**src/rtl/multi_dataflow_job_fsm_pkg.sv**
```systemverilog
// Shared types for the multi_dataflow job sequencer: FSM state encoding and
// the per-job configuration latched at start.
package multi_dataflow_job_fsm_pkg;

  localparam int unsigned ADDR_W = 32;
  localparam int unsigned LEN_W  = 16;
  localparam int unsigned ITER_W = 8;

  typedef enum logic [2:0] {
    S_IDLE,
    S_START_SINK,
    S_START_SRC,
    S_COMPUTE,
    S_UPDATE,
    S_DONE
  } job_state_e;

  // in_base/out_base hold the current iteration's addresses once a job runs
  typedef struct packed {
    logic [ADDR_W-1:0] in_base;
    logic [ADDR_W-1:0] out_base;
    logic [LEN_W-1:0]  len;
    logic [ITER_W-1:0] n_iter;
    logic [ADDR_W-1:0] stride;
  } job_cfg_t;

endpackage

```
**src/rtl/multi_dataflow_job_fsm.sv**
```systemverilog
// Job sequencer: starts sink, then source+engine, waits for all three dones, strides addresses per iteration.
// Start pulses are combinational on ready (ready low stalls); done_o follows the last done pulse by two cycles.
module multi_dataflow_job_fsm
  import multi_dataflow_job_fsm_pkg::*;
#(
  parameter int unsigned ADDR_WIDTH = ADDR_W,
  parameter int unsigned LEN_WIDTH  = LEN_W,
  parameter int unsigned ITER_WIDTH = ITER_W
) (
  input  logic                  clk_i,
  input  logic                  rst_i,
  input  logic                  clear_i,
  input  logic                  start_i,
  input  logic [ADDR_WIDTH-1:0] in_base_i,
  input  logic [ADDR_WIDTH-1:0] out_base_i,
  input  logic [LEN_WIDTH-1:0]  len_i,
  input  logic [ITER_WIDTH-1:0] n_iter_i,
  input  logic [ADDR_WIDTH-1:0] stride_i,
  input  logic                  src_ready_i,
  input  logic                  sink_ready_i,
  input  logic                  src_done_i,
  input  logic                  sink_done_i,
  input  logic                  eng_done_i,
  output logic                  src_start_o,
  output logic                  sink_start_o,
  output logic                  eng_start_o,
  output logic [ADDR_WIDTH-1:0] src_addr_o,
  output logic [ADDR_WIDTH-1:0] sink_addr_o,
  output logic [LEN_WIDTH-1:0]  len_o,
  output logic [ITER_WIDTH-1:0] iter_o,
  output logic                  busy_o,
  output logic                  done_o
);

  job_state_e            state_q, state_d;
  job_cfg_t              cfg_q, cfg_d;
  logic [ITER_WIDTH-1:0] iter_q, iter_d;
  logic [2:0]            sticky_q, sticky_d;  // {src, sink, eng}

  always_ff @(posedge clk_i or posedge rst_i) begin
    if (rst_i) begin
      state_q  <= S_IDLE;
      cfg_q    <= '0;
      iter_q   <= '0;
      sticky_q <= '0;
    end else begin
      state_q  <= state_d;
      cfg_q    <= cfg_d;
      iter_q   <= iter_d;
      sticky_q <= sticky_d;
    end
  end

  always_comb begin
    state_d      = state_q;
    cfg_d        = cfg_q;
    iter_d       = iter_q;
    sticky_d     = sticky_q;
    sink_start_o = 1'b0;
    src_start_o  = 1'b0;
    eng_start_o  = 1'b0;

    case (state_q)
      S_IDLE: begin
        if (start_i) begin
          cfg_d.in_base  = in_base_i;
          cfg_d.out_base = out_base_i;
          cfg_d.len      = len_i;
          cfg_d.n_iter   = n_iter_i;
          cfg_d.stride   = stride_i;
          iter_d         = '0;
          state_d        = (len_i == '0 || n_iter_i == '0) ? S_DONE : S_START_SINK;
        end
      end
      S_START_SINK: begin
        sink_start_o = sink_ready_i;
        if (sink_ready_i) state_d = S_START_SRC;
      end
      S_START_SRC: begin
        src_start_o = src_ready_i;
        eng_start_o = src_ready_i;
        if (src_ready_i) begin
          sticky_d = '0;
          state_d  = S_COMPUTE;
        end
      end
      S_COMPUTE: begin
        sticky_d = sticky_q | {src_done_i, sink_done_i, eng_done_i};
        if (&sticky_d) state_d = S_UPDATE;
      end
      S_UPDATE: begin
        if (iter_q + ITER_WIDTH'(1) == cfg_q.n_iter) begin
          state_d = S_DONE;
        end else begin
          iter_d         = iter_q + ITER_WIDTH'(1);
          cfg_d.in_base  = cfg_q.in_base + cfg_q.stride;
          cfg_d.out_base = cfg_q.out_base + cfg_q.stride;
          state_d        = S_START_SINK;
        end
      end
      S_DONE:  state_d = S_IDLE;
      default: state_d = S_IDLE;
    endcase

    // soft clear overrides everything, including a same-cycle start
    if (clear_i) begin
      state_d  = S_IDLE;
      sticky_d = '0;
      iter_d   = '0;
    end
  end

  assign src_addr_o  = cfg_q.in_base;
  assign sink_addr_o = cfg_q.out_base;
  assign len_o       = cfg_q.len;
  assign iter_o      = iter_q;
  assign busy_o      = (state_q != S_IDLE);
  assign done_o      = (state_q == S_DONE);

endmodule

```
**config.mk**
```make
export PLATFORM = sky130hd
export DESIGN_NAME = multi_dataflow_job_fsm
export DESIGN_NICKNAME = d
export VERILOG_FILES = /design/src/rtl/multi_dataflow_job_fsm_pkg.sv /design/src/rtl/multi_dataflow_job_fsm.sv
export SDC_FILE = /design/constraint.sdc
export NUM_CORES = 1
export LEC_CHECK = 0
export BUFFER_PORTS_ARGS = -buffer_cell sky130_fd_sc_hd__buf_2
export CAP_MARGIN = 15
export CORE_MARGIN = 2
export CORE_UTILIZATION = 55
export DETAILED_ROUTE_END_ITERATION = 16
export GPL_TIMING_DRIVEN = 0
export PLACE_DENSITY = 0.78
export SYNTH_ARGS = -nofsm -noshare
export SYNTH_HDL_FRONTEND = slang
export SYNTH_SLANG_ARGS = --single-unit
```
**constraint.sdc**
```tcl
create_clock -name clk_i -period 4.8 [get_ports clk_i]
set_input_delay 0.48 -clock clk_i [delete_from_list [all_inputs] [get_ports clk_i]]
set_output_delay 0.48 -clock clk_i [all_outputs]
set_load 0.005 [all_outputs]
```
==> impl_metrics.env <==
export IMPL_status="finished clean"
export IMPL_ir_drop_v=0.000328
export IMPL_yosys_area_share_simple=0.215
export IMPL_drt_total_wl_um=31200
export IMPL_grtUsageTotal=0.334
export IMPL_drc=0
export IMPL_cts_tree="yes"
export IMPL_cellPowerDensity_nw_per_um2=585
export IMPL_worst_pin_slew_ps=949
export IMPL_routedWlPerCell_um=18.6
export IMPL_cts_setup_buffers=0
export IMPL_syn_to_final_growth_pct=20.8
export IMPL_synthMuxAreaShare=0.00523
export IMPL_r2r_cells=11
export IMPL_dp_hpwl_um=23000
export IMPL_cts_hold_buf=0
export IMPL_dieArea_um2=18900
export IMPL_drt_pass1_iter_count=5
export IMPL_cts_path_max_buffers=2
export IMPL_nFillCells=1489
export IMPL_drv_slew=0
export IMPL_total_power_mw=6.93
export IMPL_post_drt_via_cell_ratio=5.79
export IMPL_slowest_stage="fa_1"
export IMPL_hold_viol_final=0
export IMPL_maxSlewHeadroom=0.367
export IMPL_crit_required_ps=5130
export IMPL_ant_nets=0
export IMPL_fmaxAchievable_mhz=292
export IMPL_cap_violations=0
export IMPL_ys_flop_type="dfrtp_1"
export IMPL_io_pins=222
export IMPL_synth_nets=1384
export IMPL_endpoint_kind="register"
export IMPL_initialDrtViolationCount=850
export IMPL_netlist_area_um2=9810
export IMPL_r2r_start="cfg_q[0]"
export IMPL_core_rowCount=48
export IMPL_slowest_delay_ps=420
export IMPL_drive_above_1_share=0.271
export IMPL_syn_avg_cell_area_um2=8.24
export IMPL_grt_max_degree=78
export IMPL_synthAdderAreaFrac=0.0844
export IMPL_hold_class="in2async"
export IMPL_critPathKind="reg2reg"
export IMPL_fin_nets=1626
export IMPL_tns_ps=0
export IMPL_initial_utilization=0.565
export IMPL_synth_top_family_by_area="simple AND/OR/NAND/NOR gates"
export IMPL_synth_seq_area_share=0.342
export IMPL_layout_commonest_cell="nand2_1"
export IMPL_ys_warn_count=0
export IMPL_grt_pass1_vias=8914
export IMPL_finalSetupViolations=0
export IMPL_r2r_end="src_addr_o[30]"
export IMPL_clock_root_buffer="clkbuf_16"
export IMPL_grt_ovfl_total=0
export IMPL_clk_latency_ps=440
export IMPL_rsz0062_at_grt="false"
export IMPL_numCtsBuffers=17
export IMPL_cp_start_kind="register"
export IMPL_critical_path_buf_inv_count=0
export IMPL_num_vias=9694
export IMPL_gp_congestion=0.986
export IMPL_fin_crit_sh=0.713
export IMPL_dieWidth_um=138
export IMPL_p_leak_nw=5.99
export IMPL_die_height_um=138
export IMPL_fin_crit_ps=3420
export IMPL_clkTransAtPathRegs_ps=70
export IMPL_ys_ff_latch=134
export IMPL_syn_instance_count=1190
export IMPL_ys_async_sr_fraction=1.00
export IMPL_r2r_setup_slack_ps=1380
export IMPL_path_delay_family="compound AO/OA/AOI/OAI gates"
export IMPL_clock_skew_ps=11.0
export IMPL_portBuffers=221
export IMPL_cp_max_fo=4
export IMPL_grt_pass1_wl_um=47400
export IMPL_cts_sinks=134
export IMPL_antenna_found_initial=2
export IMPL_ys_types=83
export IMPL_synth_compound_area_frac=0.202
export IMPL_core_um2=17400
export IMPL_synth_edf_count=0
export IMPL_layout_common_cells="245 x nand2_1, 235 x buf_2, 134 x dfrtp_1"
export IMPL_synth_xor_area_share=0.0545
export IMPL_cts_resized=0
export IMPL_arrival_ps=3750
export IMPL_crit_chain="ha_1, fa_1, a21o_1, a221oi_2, nand4b_1, a31oi_2, o22ai_2, o311ai_1, a221o_1, xnor2_1, a221oi_1"
export IMPL_cts_max_level=4
-- report_power, final --
group | internal, mW | switching, mW | total [mW]
sequential | 1.45 | 0.336 | 1.79
combinational | 1.75 | 2.03 | 3.78
clock | 0.794 | 0.574 | 1.37
-- per-layer routing --
layer,global-route usage,vias up,part of all wire
met3,0.0721,75,0.089
li1,-,4588,-
met2,0.536,477,0.46
met1,0.436,4554,0.41
met4,0.144,0,0.039
met5,0,-,0
-- cells in the mapped netlist, types with 5 or more instances --
master       n  share of area
or3_1        5         0.0032
o21bai_1     6         0.0046
ha_1        63          0.080
nor2_1     120          0.046
nand3_1     32          0.016
xor2_1      24          0.021
inv_1       18         0.0069
buf_2       13         0.0066
a2bb2oi_1    5         0.0045
and3_1       9         0.0057
nand2b_1    10         0.0064
and2_1       5         0.0032
nand2_1    245          0.094
buf_4       83          0.064
nand4_1      9         0.0057
a31oi_1     31          0.020
xnor2_1     37          0.033
a21o_1      22          0.017
o21ai_0     45          0.023
clkbuf_1    33          0.013
a221oi_1    26          0.023
o21a_1      11         0.0084
dfrtp_1    134           0.34
a211oi_1     6         0.0046
nor3_1      14         0.0071
nor4_1       7         0.0045
a21oi_1     74          0.038
-- state kept, by name (all words and copies together) (netlist names) --
register	count
state_q	3
iter_o	8
sticky_q	3
len_o	16
cfg_q	40
sink_addr_o	32
src_addr_o	32
-- cell families after synthesis --
family                   Yosys count
AND/OR/NAND/NOR                  485
AO/OA/AOI/OAI                    287
buffers and inverters            153
flip-flops                       134
adder cells (fa/ha/maj)           65
XOR/XNOR                          61
multiplexers                       5
-- worst max path at each step --
stage,startpoint,end,slack [ps],cells after the start
6_report,cfg_q[0],src_addr_o[30],1380,11
5_1_grt,src_addr_o[0],src_addr_o[30],1250,11
2_1_floorplan,rst_i,cfg_q[0],740,1
4_1_cts,src_addr_o[0],src_addr_o[30],1470,11
3_3_place_gp,rst_i,src_addr_o[20],-940,2
3_5_place_dp,src_addr_o[0],src_addr_o[30],1510,11
-- layout make-up --
class,count,area (um^2),share of cell area
tap,225,282,0.0238
multi-input combinational,903,5500,0.465
clock buffer,18,439,0.0371
inverter,18,72.6,0.00613
buffer,135,886,0.0748
antenna,3,7.51,0.000634
clock inverter,14,164,0.0138
sequential,134,3350,0.283
timing repair buffer,223,1140,0.0961
-- through the flow --
stage | hold WS, ps | worst slack [ps] | cell area, um^2 | cells | util
after floorplan | 447 | 737 | 9810 | 1190 | -
after global placement | 460 | -939 | 11200 | 1636 | 0.645
after detailed placement | 463 | 1510 | 11200 | 1638 | 0.647
after CTS | 205 | 1470 | 11800 | 1670 | 0.682
after global routing | 233 | 1250 | 11800 | 1671 | 0.682
final | 185 | 1380 | 11800 | 1673 | 0.682
(Power assumes the default switching activity.)
